**src/rtl/psram_ctrl_if.sv**
```systemverilog
// CPU-side bus of psram_ctrl: single-word request strobe, write data and read return.
// The master drives requests; the slave (the controller) returns data, ready and busy.
interface psram_ctrl_if;
  logic        i_stb;
  logic        i_we;
  logic [23:0] i_addr;
  logic [31:0] i_data;
  logic [31:0] o_data;
  logic        o_data_ready;
  logic        o_busy;

  modport master (
    output i_stb, i_we, i_addr, i_data,
    input  o_data, o_data_ready, o_busy
  );

  modport slave (
    input  i_stb, i_we, i_addr, i_data,
    output o_data, o_data_ready, o_busy
  );
endinterface

```
**src/rtl/psram_ctrl.sv**
```systemverilog
// Octal-SPI SDR PSRAM controller: one 32-bit bus access becomes CMD/ADDR/WAIT/DATA frames.
// Define PSRAM_CTRL_INIT_EN to add the power-up wait and the 0x66/0x99 reset commands.
module psram_ctrl #(
  parameter int unsigned CLK_HZ    = 100_000_000,
  parameter int unsigned INIT_US   = 150,
  parameter int unsigned READ_WAIT = 6,
  parameter logic [7:0]  CMD_READ  = 8'h0B,
  parameter logic [7:0]  CMD_WRITE = 8'h02
) (
  input  logic       clk_i,
  input  logic       rstn_i,
  psram_ctrl_if.slave bus,
  output logic       o_psram_csn,
  output logic       o_psram_sclk,
  output logic [7:0] o_psram_data,
  output logic       o_psram_oe,
  input  logic [7:0] i_psram_data
);

  if (READ_WAIT < 1 || READ_WAIT > 15 || CLK_HZ / 1_000_000 * INIT_US == 0) begin : g_bad_param
    $error("psram_ctrl: READ_WAIT must be 1..15 and the init wait non-zero");
  end

  typedef enum logic [3:0] {
    ST_INIT_WAIT, ST_INIT_CMD, ST_INIT_GAP, ST_IDLE,
    ST_CMD, ST_ADDR, ST_WAIT, ST_DATA, ST_DONE
  } state_e;

  state_e      state_q, state_d;
  logic        phase_q, phase_d;   // 0 = SCLK low half of a bit, 1 = SCLK high half
  logic [3:0]  cnt_q, cnt_d;
  logic        we_q, we_d;
  logic [23:0] addr_q, addr_d;
  logic [31:0] wdata_q, wdata_d;
  logic [23:0] shift_q, shift_d;
  logic [31:0] rdata_q, rdata_d;
  logic        ready_q, ready_d;

`ifdef PSRAM_CTRL_INIT_EN
  localparam int unsigned INIT_CYCLES = CLK_HZ / 1_000_000 * INIT_US;
  localparam logic [31:0] INIT_LAST   = 32'(INIT_CYCLES - 1);
  localparam state_e      RESET_STATE = ST_INIT_WAIT;
  logic [31:0] init_cnt_q, init_cnt_d;
  logic        init_sel_q, init_sel_d;   // 0 = 0x66 frame pending, 1 = 0x99 frame
`else
  localparam state_e      RESET_STATE = ST_IDLE;
`endif

  // NOTE: every next-state signal gets a default before the case so no path infers a latch.
  always_comb begin
    state_d = state_q;
    phase_d = 1'b0;
    cnt_d   = cnt_q;
    we_d    = we_q;
    addr_d  = addr_q;
    wdata_d = wdata_q;
    shift_d = shift_q;
    rdata_d = rdata_q;
    ready_d = 1'b0;
`ifdef PSRAM_CTRL_INIT_EN
    init_cnt_d = init_cnt_q;
    init_sel_d = init_sel_q;
`endif
    case (state_q)
`ifdef PSRAM_CTRL_INIT_EN
      ST_INIT_WAIT: begin
        init_cnt_d = init_cnt_q + 32'd1;
        if (init_cnt_q == INIT_LAST) begin
          init_cnt_d = '0;
          state_d    = ST_INIT_CMD;
        end
      end
      ST_INIT_CMD: begin
        phase_d = ~phase_q;
        if (phase_q) begin
          cnt_d   = '0;
          state_d = ST_INIT_GAP;
        end
      end
      ST_INIT_GAP: begin
        cnt_d = cnt_q + 4'd1;
        if (cnt_q == 4'd1) begin
          cnt_d = '0;
          if (init_sel_q) begin
            state_d = ST_IDLE;
          end else begin
            init_sel_d = 1'b1;
            state_d    = ST_INIT_CMD;
          end
        end
      end
`endif
      ST_IDLE: begin
        if (bus.i_stb) begin
          we_d    = bus.i_we;
          addr_d  = bus.i_addr & 24'hFF_FFFC;
          wdata_d = bus.i_data;
          cnt_d   = '0;
          state_d = ST_CMD;
        end
      end
      ST_CMD: begin
        phase_d = ~phase_q;
        if (phase_q) state_d = ST_ADDR;
      end
      ST_ADDR: begin
        phase_d = ~phase_q;
        if (phase_q) begin
          cnt_d = cnt_q + 4'd1;
          if (cnt_q == 4'd2) begin
            cnt_d   = '0;
            state_d = we_q ? ST_DATA : ST_WAIT;
          end
        end
      end
      ST_WAIT: begin
        phase_d = ~phase_q;
        if (phase_q) begin
          cnt_d = cnt_q + 4'd1;
          if (cnt_q == 4'(READ_WAIT - 1)) begin
            cnt_d   = '0;
            state_d = ST_DATA;
          end
        end
      end
      ST_DATA: begin
        phase_d = ~phase_q;
        if (phase_q) begin
          cnt_d = cnt_q + 4'd1;
          // Read bytes arrive LSB first; they shift down so the last one lands on top.
          if (!we_q) shift_d = {i_psram_data, shift_q[23:8]};
          if (cnt_q == 4'd3) begin
            cnt_d   = '0;
            state_d = ST_DONE;
            if (!we_q) begin
              rdata_d = {i_psram_data, shift_q};
              ready_d = 1'b1;
            end
          end
        end
      end
      ST_DONE: begin
        cnt_d = cnt_q + 4'd1;
        if (cnt_q == 4'd1) begin
          cnt_d   = '0;
          state_d = ST_IDLE;
        end
      end
      default: state_d = RESET_STATE;
    endcase
  end

  // NOTE: sequential state uses non-blocking assignments; the reset is sampled on the clock edge.
  always_ff @(posedge clk_i) begin
    if (!rstn_i) begin
      state_q <= RESET_STATE;
      phase_q <= 1'b0;
      cnt_q   <= '0;
      we_q    <= 1'b0;
      addr_q  <= '0;
      wdata_q <= '0;
      shift_q <= '0;
      rdata_q <= '0;
      ready_q <= 1'b0;
`ifdef PSRAM_CTRL_INIT_EN
      init_cnt_q <= '0;
      init_sel_q <= 1'b0;
`endif
    end else begin
      state_q <= state_d;
      phase_q <= phase_d;
      cnt_q   <= cnt_d;
      we_q    <= we_d;
      addr_q  <= addr_d;
      wdata_q <= wdata_d;
      shift_q <= shift_d;
      rdata_q <= rdata_d;
      ready_q <= ready_d;
`ifdef PSRAM_CTRL_INIT_EN
      init_cnt_q <= init_cnt_d;
      init_sel_q <= init_sel_d;
`endif
    end
  end

  logic       frame_active;
  logic       drive;
  logic [7:0] tx_byte;

  always_comb begin
    frame_active = 1'b0;
    drive        = 1'b0;
    tx_byte      = 8'h00;
    case (state_q)
`ifdef PSRAM_CTRL_INIT_EN
      ST_INIT_CMD: begin
        frame_active = 1'b1;
        drive        = 1'b1;
        tx_byte      = init_sel_q ? 8'h99 : 8'h66;
      end
`endif
      ST_CMD: begin
        frame_active = 1'b1;
        drive        = 1'b1;
        tx_byte      = we_q ? CMD_WRITE : CMD_READ;
      end
      ST_ADDR: begin
        frame_active = 1'b1;
        drive        = 1'b1;
        case (cnt_q[1:0])
          2'd0:    tx_byte = addr_q[23:16];
          2'd1:    tx_byte = addr_q[15:8];
          default: tx_byte = addr_q[7:0];
        endcase
      end
      ST_WAIT: frame_active = 1'b1;
      ST_DATA: begin
        frame_active = 1'b1;
        drive        = we_q;
        tx_byte      = wdata_q[{cnt_q[1:0], 3'b000} +: 8];
      end
      default: ;
    endcase
  end

  assign o_psram_csn      = ~frame_active;
  assign o_psram_sclk     = frame_active & phase_q;
  assign o_psram_oe       = drive;
  assign o_psram_data     = drive ? tx_byte : 8'h00;
  assign bus.o_data       = rdata_q;
  assign bus.o_data_ready = ready_q;
  assign bus.o_busy       = (state_q != ST_IDLE);

endmodule
```
**src/flat_wrapper.sv**
```systemverilog
// flat-port wrapper written by rule: the top's interface ports become plain ports
module psram_ctrl_flat 
#(
  parameter int unsigned CLK_HZ    = 100_000_000,
  parameter int unsigned INIT_US   = 150,
  parameter int unsigned READ_WAIT = 6,
  parameter logic [7:0]  CMD_READ  = 8'h0B,
  parameter logic [7:0]  CMD_WRITE = 8'h02
)
  (clk_i, rstn_i, o_psram_csn, o_psram_sclk, o_psram_data, o_psram_oe, i_psram_data, bus_i_stb, bus_i_we, bus_i_addr, bus_i_data, bus_o_data, bus_o_data_ready, bus_o_busy);
  psram_ctrl_if bus_i ();
  input  logic clk_i;
  input  logic rstn_i;
  output logic o_psram_csn;
  output logic o_psram_sclk;
  output logic [7:0] o_psram_data;
  output logic o_psram_oe;
  input  logic [7:0] i_psram_data;
  input wire logic [$bits(bus_i.i_stb)-1:0] bus_i_stb;
  input wire logic [$bits(bus_i.i_we)-1:0] bus_i_we;
  input wire logic [$bits(bus_i.i_addr)-1:0] bus_i_addr;
  input wire logic [$bits(bus_i.i_data)-1:0] bus_i_data;
  output wire logic [$bits(bus_i.o_data)-1:0] bus_o_data;
  output wire logic [$bits(bus_i.o_data_ready)-1:0] bus_o_data_ready;
  output wire logic [$bits(bus_i.o_busy)-1:0] bus_o_busy;
  assign bus_i.i_stb = bus_i_stb;
  assign bus_i.i_we = bus_i_we;
  assign bus_i.i_addr = bus_i_addr;
  assign bus_i.i_data = bus_i_data;
  assign bus_o_data = bus_i.o_data;
  assign bus_o_data_ready = bus_i.o_data_ready;
  assign bus_o_busy = bus_i.o_busy;
  psram_ctrl #(.CLK_HZ(CLK_HZ), .INIT_US(INIT_US), .READ_WAIT(READ_WAIT), .CMD_READ(CMD_READ), .CMD_WRITE(CMD_WRITE)) u_core (.clk_i(clk_i), .rstn_i(rstn_i), .bus(bus_i), .o_psram_csn(o_psram_csn), .o_psram_sclk(o_psram_sclk), .o_psram_data(o_psram_data), .o_psram_oe(o_psram_oe), .i_psram_data(i_psram_data));
endmodule
```
**config.mk**
```make
export PLATFORM = sky130hd
export DESIGN_NAME = psram_ctrl_flat
export DESIGN_NICKNAME = d
export VERILOG_FILES = /design/src/rtl/psram_ctrl_if.sv /design/src/rtl/psram_ctrl.sv /design/src/flat_wrapper.sv
export SDC_FILE = /design/constraint.sdc
export NUM_CORES = 1
export LEC_CHECK = 0
export ABC_AREA = 1
export BUFFER_PORTS_ARGS = -buffer_cell sky130_fd_sc_hd__buf_2
export CAP_MARGIN = 20
export CORE_MARGIN = 1.5
export CORE_UTILIZATION = 40
export CTS_BUF_LIST = sky130_fd_sc_hd__clkbuf_8
export DETAILED_ROUTE_END_ITERATION = 8
export RECOVER_POWER = 50
export SYNTH_ARGS = -nofsm -noshare
export SYNTH_HDL_FRONTEND = slang
export SYNTH_SLANG_ARGS = --single-unit
```
**constraint.sdc**
```tcl
create_clock -name clk_i -period 6.54 [get_ports clk_i]
set_clock_uncertainty 0.15 [all_clocks]
set_input_delay 1.635 -clock clk_i [delete_from_list [all_inputs] [get_ports clk_i]]
set_output_delay 1.635 -clock clk_i [all_outputs]
set_load 0.02 [all_outputs]
```
==> results_dict.tcl, run 1 <==
set metrics [dict create \
    outcome "complete, but fails checks" \
    violations "max-capacitance violations, max-slew violations" \
    fin_crit_sh 0.7445 \
    period_needed_ps 4869 \
    final_common_cell "dfxtp_1" \
    clock_sinks 121 \
    grtUsageTotal 0.1955 \
    crit_path_max_fanout 21 \
    syn2layout_area_growth_pct 17.34 \
    mostFrequentLayoutCells "dfxtp_1 (121), nand2_1 (111), a21oi_1 (86)" \
    ant_nets 0 \
    post-cts-setup-buffers 0 \
    htree_levels 4 \
    cts_root_buffer "clkbuf_8" \
    drtIter0Drc 429 \
    gp_congestion 0.8469 \
    cts_tree "done" \
    pin_count 113 \
    tightest_slew_ps 2363 \
    holdPathStages 2 \
    grt-ovfl-total 0 \
    die-area_mm2 0.01345 \
    synth_seq_area_share 0.4743 \
    maxCapViolCount 1 \
    cts_resized 0 \
    routedWlPerCell_um 13.44 \
    worst_ep_required_time_ps 4760 \
    initial_core_util 0.4080 \
    slew_viol_final 59 \
    synth_cell_types 30 \
    grt_pass1_vias 4326 \
    rows 41 \
    synthesis.area_mm2 0.005107 \
    worstSetupPathType "reg2out" \
    setup_viol 0 \
    drtPass1Iterations 9 \
    yosys_warnings 0 \
    startpoint_type "flop" \
    grt_pass1_wl_mm 20.72 \
    holdWs_ps 310.1 \
    port_buffers 110 \
    slew_headroom -0.5752 \
    detailedPlace.worstSlack_ps 2161 \
    r2r_cells 7 \
    rsz0062_at_grt "false" \
    ys_top_cells_by_area "dfxtp_1 (47%), a21oi_1 (8.4%), nand2_1 (8.2%), o21ai_0 (7.8%), nor2_1 (6.0%)" \
    antenna_found_initial 0 \
    grt_use_met1 0.2713 \
    die_h_um 116.0 \
    postSynthAreaPerCell_um2 7.402 \
    synth_largest_area_cell "dfxtp_1" \
    use_met3 0.05335 \
    fin_setup_tns_ps 0 \
    irDropWorstVdd_mv 0.1527 \
    synth_nets 762 \
    drc 0 \
    total_leakage_power_nw 2.480 \
    cp.arrival_ps 3080 \
    endpoint_kind "output port" \
    cts_buffers 17 \
    vias_per_cell 4.951 \
    clkLatencyLatePin_ps 420 \
    wirelength_mm 12.98 \
    grt_max_degree 94 \
    yosys.area.top_type_share 0.4743 \
    grt.busiest_layer "met2" \
    timing.final.ws_setup_ps 1671 \
    finalNetCount 853 \
    fp.coreArea_mm2 0.01252 \
    dieWidth_um 116.0 \
    min_path_type "reg2reg" \
    power.density_mw_per_mm2 356.8 \
    stdcell_count 966 \
    max_freq_mhz 205.4 \
    hold_buffers 0 \
    ys_seq_elements 121 \
    antenna_cells 0 \
    power_mw 2.138 \
    dp_hpwl_mm 9.126 \
    clkTransAtPathRegs_ps 70 \
    fill_cells 1326 \
    clock_path_buffers 2 \
    drive_above_1_share 0.1625 \
    hold_viol_final 0 \
    vias 4783 \
    synthesis.instances 690 \
    dpl.cell_count 934 \
    met2_usage 0.3016 \
]
-- layer usage --
metal  vias to the layer above  part of all wire
met1                      2175              0.48
met2                       146              0.45
li1                       2456                 -
met4                         0            0.0057
met3                         6             0.064
met5                         -                 0
-- metrics by stage --
| step | area, um^2 | util |
|---|---|---|
| after CTS | 6036 | 0.4822 |
| after floorplan | 5107 | - |
| after detailed placement | 5652 | 0.4515 |
| after global placement | 5652 | 0.4515 |
| final | 5993 | 0.4788 |
| after global routing | 5993 | 0.4788 |
-- where the power goes --
| group | total, mW | internal (mW) | switching [mW] |
|---|---|---|---|
| clock network | 0.644 | 0.339 | 0.305 |
| registers | 0.909 | 0.848 | 0.0611 |
| logic | 0.584 | 0.179 | 0.405 |
| total | 2.14 | 1.37 | 0.772 |
-- area by class of cell --
type	instances	area [um^2]	area share
Clock buffer	17	234.0	0.03904
Clock inverter	15	150.1	0.02505
Inverter	63	241.5	0.04029
Multi-Input combinational cell	466	2207	0.3683
Sequential cell	121	2422	0.4042
Tap cell	172	215.2	0.03591
Timing Repair Buffer	112	523.0	0.08727
-- flip-flops by register name, summed over array words and instances, names as in the netlist --
| name | cells |
|---|---|
| u_core.we_q | 1 |
| u_core.state_q | 4 |
| u_core.shift_q | 24 |
| u_core.cnt_q | 4 |
| u_core.bus.o_data | 32 |
| u_core.phase_q | 1 |
| u_core.bus.o_data_ready | 1 |
| u_core.wdata_q | 32 |
| u_core.addr_q | 22 |
-- path summary, 6_finish.rpt --
check,start,to,slack [ps]
min,u_core.addr_q[9],u_core.addr_q[9],310
max,u_core.cnt_q[0],o_psram_data[3],1670
min reg2reg,u_core.addr_q[9],u_core.addr_q[9],310
max reg2reg,u_core.cnt_q[0],u_core.bus.o_data[30],3930
-- logic make-up (layout without fill, tap and decap cells) --
| logic type | count (synthesis) | in the layout | share of synthesized area |
|---|---|---|---|
| AND/OR/NAND/NOR | 264 | 264 | 0.2224 |
| AO/OA/AOI/OAI | 196 | 196 | 0.1965 |
| flip-flops | 121 | 121 | 0.4743 |
| buffers and inverters | 103 | 207 | 0.09358 |
| adder cells (fa/ha/maj) | 4 | 4 | 0.009800 |
| XOR/XNOR | 2 | 2 | 0.003430 |
-- cell usage after synthesis --
cell,number
a211oi_1,2
a21oi_1,86
a31oi_1,3
buf_1,3
buf_2,9
buf_4,2
buf_6,9
clkbuf_1,17
clkinv_1,3
clkinv_2,2
dfxtp_1,121
ha_1,4
inv_1,52
inv_2,5
inv_4,1
nand2_1,111
nand2_2,2
nand2_4,2
nand3_1,58
nand3_4,1
nand3b_1,1
nand4_1,1
nor2_1,81
nor2_2,4
nor2_4,3
o211ai_1,2
o21ai_0,80
o21ai_1,16
o22ai_1,7
xor2_1,2
-- worst max-delay path: stages, from the launching register on --
cell	delay (ps)
dfxtp_1	720
clkinv_1	590
ha_1	390
clkinv_1	160
nand2_1	180
nor2_1	120
o21ai_0	90
a31oi_1	220
buf_2	200
Power figures use the tool's default switching activity.
==> run 2, diff against run 1 <==
--- a/config.mk
+++ b/config.mk
@@ -5,7 +5,7 @@
 export SDC_FILE = /design/constraint.sdc
 export NUM_CORES = 1
 export LEC_CHECK = 0
-export ABC_AREA = 1
+export ABC_AREA = 0
 export BUFFER_PORTS_ARGS = -buffer_cell sky130_fd_sc_hd__buf_2
 export CAP_MARGIN = 20
 export CORE_MARGIN = 1.5
==> constraint.sdc (replaced) <==
create_clock -name clk_i -period 5.1 [get_ports clk_i]
set_clock_uncertainty 0.15 [all_clocks]
set_input_delay 1.275 -clock clk_i [delete_from_list [all_inputs] [get_ports clk_i]]
set_output_delay 1.275 -clock clk_i [all_outputs]
set_load 0.02 [all_outputs]
==> results_dict.tcl, run 2 <==
set metrics [dict create \
    outcome "complete, but fails checks" \
    violations "max-capacitance violations, max-slew violations" \
    p_int_mw 1.663 \
    p_sw_uw 744.0 \
    initial_core_util 0.4121 \
    pin_count 113 \
    antenna_found_initial 0 \
    die_h_um 117.5 \
    worstSetupPathType "reg2out" \
    port_buffers 110 \
    endpoint_kind "output port" \
    synthesis.area_mm2 0.005243 \
    synth_nets 702 \
    ant_nets 0 \
    crit_path_max_fanout 13 \
    hold_viol_final 0 \
    critPathMostFrequentCell "nand2_1" \
    irDropWorstVdd_mv 0.1894 \
    mostFrequentLayoutCells "nand2_1 (251), dfxtp_1 (121), a21boi_0 (108)" \
    reg2reg_to "u_core.bus.o_data[27]" \
    r2r-start "u_core.state_q[1]" \
    gp_congestion 0.8025 \
    post-cts-setup-buffers 0 \
    total_leakage_power_nw 2.252 \
    vias_per_cell 4.952 \
    ys_top_cells_by_area "dfxtp_1 (46%), nand2_1 (18%), a21boi_0 (15%), mux4_2 (3.4%), clkbuf_1 (1.9%)" \
    yosys_warnings 0 \
    grt-ovfl-total 0 \
    grt_max_degree 69 \
    vias 4447 \
    async_flop_share 0 \
    clock_sinks 121 \
    fin_setup_tns_ps 0 \
    clkPwrFrac 0.338 \
    rsz0062_at_grt "false" \
    path_cells "inv_1 > ha_1 > nor2_1 > nand2_1 > nand2_1 > nand2_1 > a31oi_1 > buf_2" \
    tightest_slew_ps 1846 \
    slew_viol_final 54 \
    startpoint_type "flop" \
    whs_endpoint "u_core.bus.o_data[4]" \
    cts_resized 0 \
    die-area_mm2 0.01380 \
    fin_crit_sh 0.8162 \
    holdPathStages 2 \
    synth_largest_area_cell "dfxtp_1" \
    fp.coreArea_mm2 0.01272 \
    r2r_cells 6 \
    cp.arrival_ps 2740 \
    rows 41 \
    clkTransAtPathRegs_ps 70 \
    critical_path.slowest_cell "dfxtp_1" \
    finalNetCount 787 \
    antenna_cells 0 \
    slowest_delay_ps 700 \
    drc 0 \
    holdWs_ps 301.1 \
    cts_root_buffer "clkbuf_8" \
    drive_above_1_share 0.1667 \
    ys_seq_elements 121 \
    drtPass1Iterations 4 \
    slew_headroom -0.2308 \
    synth_cell_types 46 \
    hold_buffers 0 \
    min_path_type "reg2reg" \
    yosys.area.top_type_share 0.4621 \
    cts_tree "done" \
    grt_pass1_vias 4152 \
    clock_path_buffers 2 \
    swShare 0.3091 \
    power.density_mw_per_mm2 394.3 \
    setup_viol 0 \
    cts_buffers 17 \
    worst_ep_required_time_ps 3670 \
    dieWidth_um 117.5 \
    pwr-share-seq 0.466 \
    grtUsageTotal 0.1841 \
    hp-start "u_core.shift_q[4]" \
    synth_edf_count 0 \
    max_freq_mhz 240.2 \
    htree_levels 4 \
    final_common_cell "nand2_1" \
    routedWlPerCell_um 13.94 \
    syn2layout_area_growth_pct 16.42 \
    pwr-share-comb 0.196 \
    synthesis.instances 630 \
    postSynthAreaPerCell_um2 8.321 \
    synth_common_cells "nand2_1 (252), dfxtp_1 (121), a21boi_0 (108), clkbuf_1 (27), nor2_1 (13)" \
    synth_flop_cell "dfxtp_1" \
    period_needed_ps 4163 \
    dp_hpwl_mm 8.409 \
    grt_pass1_wl_mm 20.41 \
    clkLatencyLatePin_ps 440 \
    drtIter0Drc 208 \
    maxCapViolCount 1 \
    synth_seq_area_share 0.4621 \
    ff2ff_setup_slack_ps 1970 \
    wirelength_mm 12.51 \
    fill_cells 1354 \
    synthMostInstantiatedCell "nand2_1" \
]
-- run 2: cell type report --
cell class	count	area, um^2	share of cell area
tap	172	215.2	0.03526
inverter	6	22.52	0.003690
sequential	121	2422	0.3969
clock inverter	11	107.6	0.01763
clock buffer	19	261.5	0.04285
multi-input combinational	455	2540	0.4162
timing repair buffer	114	534.3	0.08754
-- run 2: worst max-delay path by stage --
| stage | start | end | slack (ps) | cells after the start |
|---|---|---|---|---|
| 2_1_floorplan | u_core.cnt_q[1] | o_psram_data[3] | 1660 | 9 |
| 3_3_place_gp | u_core.cnt_q[1] | o_psram_data[3] | 1430 | 8 |
| 3_5_place_dp | u_core.cnt_q[1] | o_psram_data[3] | 1380 | 8 |
| 4_1_cts | u_core.cnt_q[1] | o_psram_data[3] | 890 | 8 |
| 5_1_grt | u_core.cnt_q[1] | o_psram_data[3] | 640 | 8 |
| 6_report | u_core.cnt_q[1] | o_psram_data[3] | 940 | 8 |
-- run 2: layer usage --
metal,part of all wire,up-vias,global-route usage
met5,0,-,0
met1,0.48,2050,0.2414
met2,0.46,116,0.2923
met3,0.052,17,0.04797
met4,0.017,0,0.06936
li1,-,2264,-
-- run 2: cell families (layout without fill, tap and decap cells) --
logic type / count (synthesis) / after routing / share of synthesized area
adder cells (fa/ha/maj): 4 / 4 / 0.009547
buffers and inverters: 54 / 150 / 0.05275
multiplexers: 10 / 10 / 0.03842
AO/OA/AOI/OAI: 152 / 152 / 0.2150
flip-flops: 121 / 121 / 0.4621
AND/OR/NAND/NOR: 289 / 289 / 0.2222
-- run 2: power groups by stage --
| stage | Clock (mW) | Combinational [mW] | Sequential [mW] |
|---|---|---|---|
| 5_1_grt | 0.878 | 0.534 | 1.13 |
| 3_3_place_gp | 0 | 0.467 | 1.14 |
| 3_5_place_dp | 0 | 0.474 | 1.14 |
| 2_1_floorplan | 0 | 0.418 | 1.10 |
| 6_report | 0.813 | 0.471 | 1.12 |
| 4_1_cts | 0.837 | 0.476 | 1.12 |
-- run 2: per-stage QoR --
step           setup slack, ps  std cells  area, um^2  total power, mW    util
2_1_floorplan             1660        630        5243            1.523       -
4_1_cts                  888.4        898        6157            2.434  0.4840
3_5_place_dp              1379        868        5788            1.616  0.4550
5_1_grt                  644.2        898        6103            2.546  0.4797
3_3_place_gp              1426        868        5788            1.603  0.4550
6_report                 937.2        898        6103            2.407  0.4797
-- run 2: worst max-delay path: cells and delay by family, from the launching register on --
family / cells / cell delay, ps
AOI/OAI and AO/OA: 1 / 290
adders and majority gates: 1 / 370
buffers and inverters: 2 / 350
DFF: 1 / 700
and+or+nand+nor: 4 / 590
==> run 3, diff against run 2 <==
==> constraint.sdc (replaced) <==
create_clock -name clk_i -period 4.1 [get_ports clk_i]
set_clock_uncertainty 0.15 [all_clocks]
set_input_delay 1.025 -clock clk_i [delete_from_list [all_inputs] [get_ports clk_i]]
set_output_delay 1.025 -clock clk_i [all_outputs]
set_load 0.02 [all_outputs]
==> results_dict.tcl, run 3 (same netlist as run 2, synthesis figures left out) <==
set metrics [dict create \
    irDropWorstVdd_mv 0.2363 \
    die-area_mm2 0.01380 \
    p_sw_uw 931.4 \
    cts_tree "done" \
    syn2layout_area_growth_pct 16.92 \
    post-cts-setup-buffers 0 \
    drtPass1Iterations 4 \
    die_h_um 117.5 \
    cts_resized 0 \
    seqCellArea_mm2 0.002422 \
    slowest_delay_ps 370 \
    htree_levels 4 \
    period_needed_ps 3441 \
    gp_congestion 0.8329 \
    hold_viol_final 0 \
    maxCapViolCount 0 \
    clkPwrFrac 0.327 \
    clkLatencyLatePin_ps 440 \
    rows 41 \
    startpoint_type "flop" \
    placed_area_mm2 0.005811 \
    wirelength_mm 12.44 \
    cp.arrival_ps 2270 \
    swShare 0.3127 \
    p_int_mw 2.047 \
    clock_sinks 121 \
    drive_above_1_share 0.1669 \
    final_area_mm2 0.006130 \
    grt-ovfl-total 0 \
    fin_crit_sh 0.8394 \
    final_common_cell "nand2_1" \
    detailedPlace.worstSlack_ps 1131 \
    initial_core_util 0.4121 \
    stdcell_count 904 \
    ant_nets 0 \
    fin_setup_tns_ps 0 \
    grt_pass1_vias 4132 \
    mostFrequentLayoutCells "nand2_1 (251), dfxtp_1 (121), a21boi_0 (111)" \
    endpoint_kind "output port" \
    fill_cells 1358 \
    outcome "finished, final reports clean" \
    fp.coreArea_mm2 0.01272 \
    critPathMostFrequentCell "nand2_1" \
    finalNetCount 791 \
    cts_root_buffer "clkbuf_8" \
    slew_headroom 0.02487 \
    rsz0062_at_grt "false" \
    clock_path_buffers 2 \
    cts_buffers 17 \
    total_leakage_power_nw 2.281 \
    vias 4465 \
    grt_max_degree 108 \
    critical_path.slowest_cell "dfxtp_1" \
    drc 0 \
    setup_viol 0 \
    worst_ep_required_time_ps 2920 \
    dpl.cell_count 871 \
    max_freq_mhz 290.6 \
    drtIter0Drc 268 \
    grtUsageTotal 0.1835 \
    dieWidth_um 117.5 \
    multi_input_area_mm2 0.002536 \
    antenna_found_initial 1 \
    min_path_type "reg2reg" \
    grt_pass1_wl_mm 20.39 \
    hold_buffers 0 \
    routedWlPerCell_um 13.77 \
    pwr-share-comb 0.204 \
    dp_hpwl_mm 8.304 \
    pin_count 113 \
    power.density_mw_per_mm2 485.9 \
    tightest_slew_ps 1463 \
    crit_path_max_fanout 9 \
    path_cells "inv_1 > ha_1 > nor2_1 > nand2_1 > nand2_1 > nand2_1 > a31oi_1 > buf_2" \
    clkTransAtPathRegs_ps 70 \
    vias_per_cell 4.939 \
    slew_viol_final 0 \
    port_buffers 110 \
    timing.final.ws_setup_ps 658.6 \
    power_mw 2.978 \
    holdWs_ps 313.2 \
    worstSetupPathType "reg2out" \
    pwr-share-seq 0.469 \
    fin_util 0.4818 \
]
-- run 3: layout make-up --
cell class,count,area share
Clock buffer,17,0.03817
Sequential cell,121,0.3952
Multi-Input combinational cell,455,0.4138
Antenna cell,1,0.0004082
Tap cell,172,0.03511
Timing Repair Buffer,118,0.09410
Inverter,6,0.003674
Clock inverter,14,0.01960
-- run 3: layer usage --
metal,vias to the layer above,GRT usage,wire [um]
met2,98,0.2787,5672
li1,2273,-,-
met1,2077,0.2467,6010
met5,-,0,0
met4,0,0.08079,225
met3,17,0.04748,535
-- run 3: path summary, 6_finish.rpt --
kind                         start                    end  slack [ps]  cells after the start
max                u_core.cnt_q[0]        o_psram_data[3]         660                      8
max reg2reg      u_core.state_q[1]  u_core.bus.o_data[23]         670                      6
min reg2reg  u_core.bus.o_data[12]  u_core.bus.o_data[12]         310                      2
min          u_core.bus.o_data[12]  u_core.bus.o_data[12]         310                      2
-- run 3: power groups by stage --
stage	registers [mW]	clock network (mW)	logic [mW]
floorplan	1.37	0	0.521
global placement	1.41	0	0.580
detailed placement	1.42	0	0.594
CTS	1.39	0.998	0.594
global route	1.41	1.05	0.683
finish	1.40	0.975	0.607
-- run 3: critical path, delay by kind of cell (launching register included) --
kind | cells | cell delay [ps]
and+or+nand+nor | 4 | 610
DFF | 1 | 370
buffers and inverters | 2 | 300
AOI/OAI and AO/OA | 1 | 220
adders and majority gates | 1 | 340
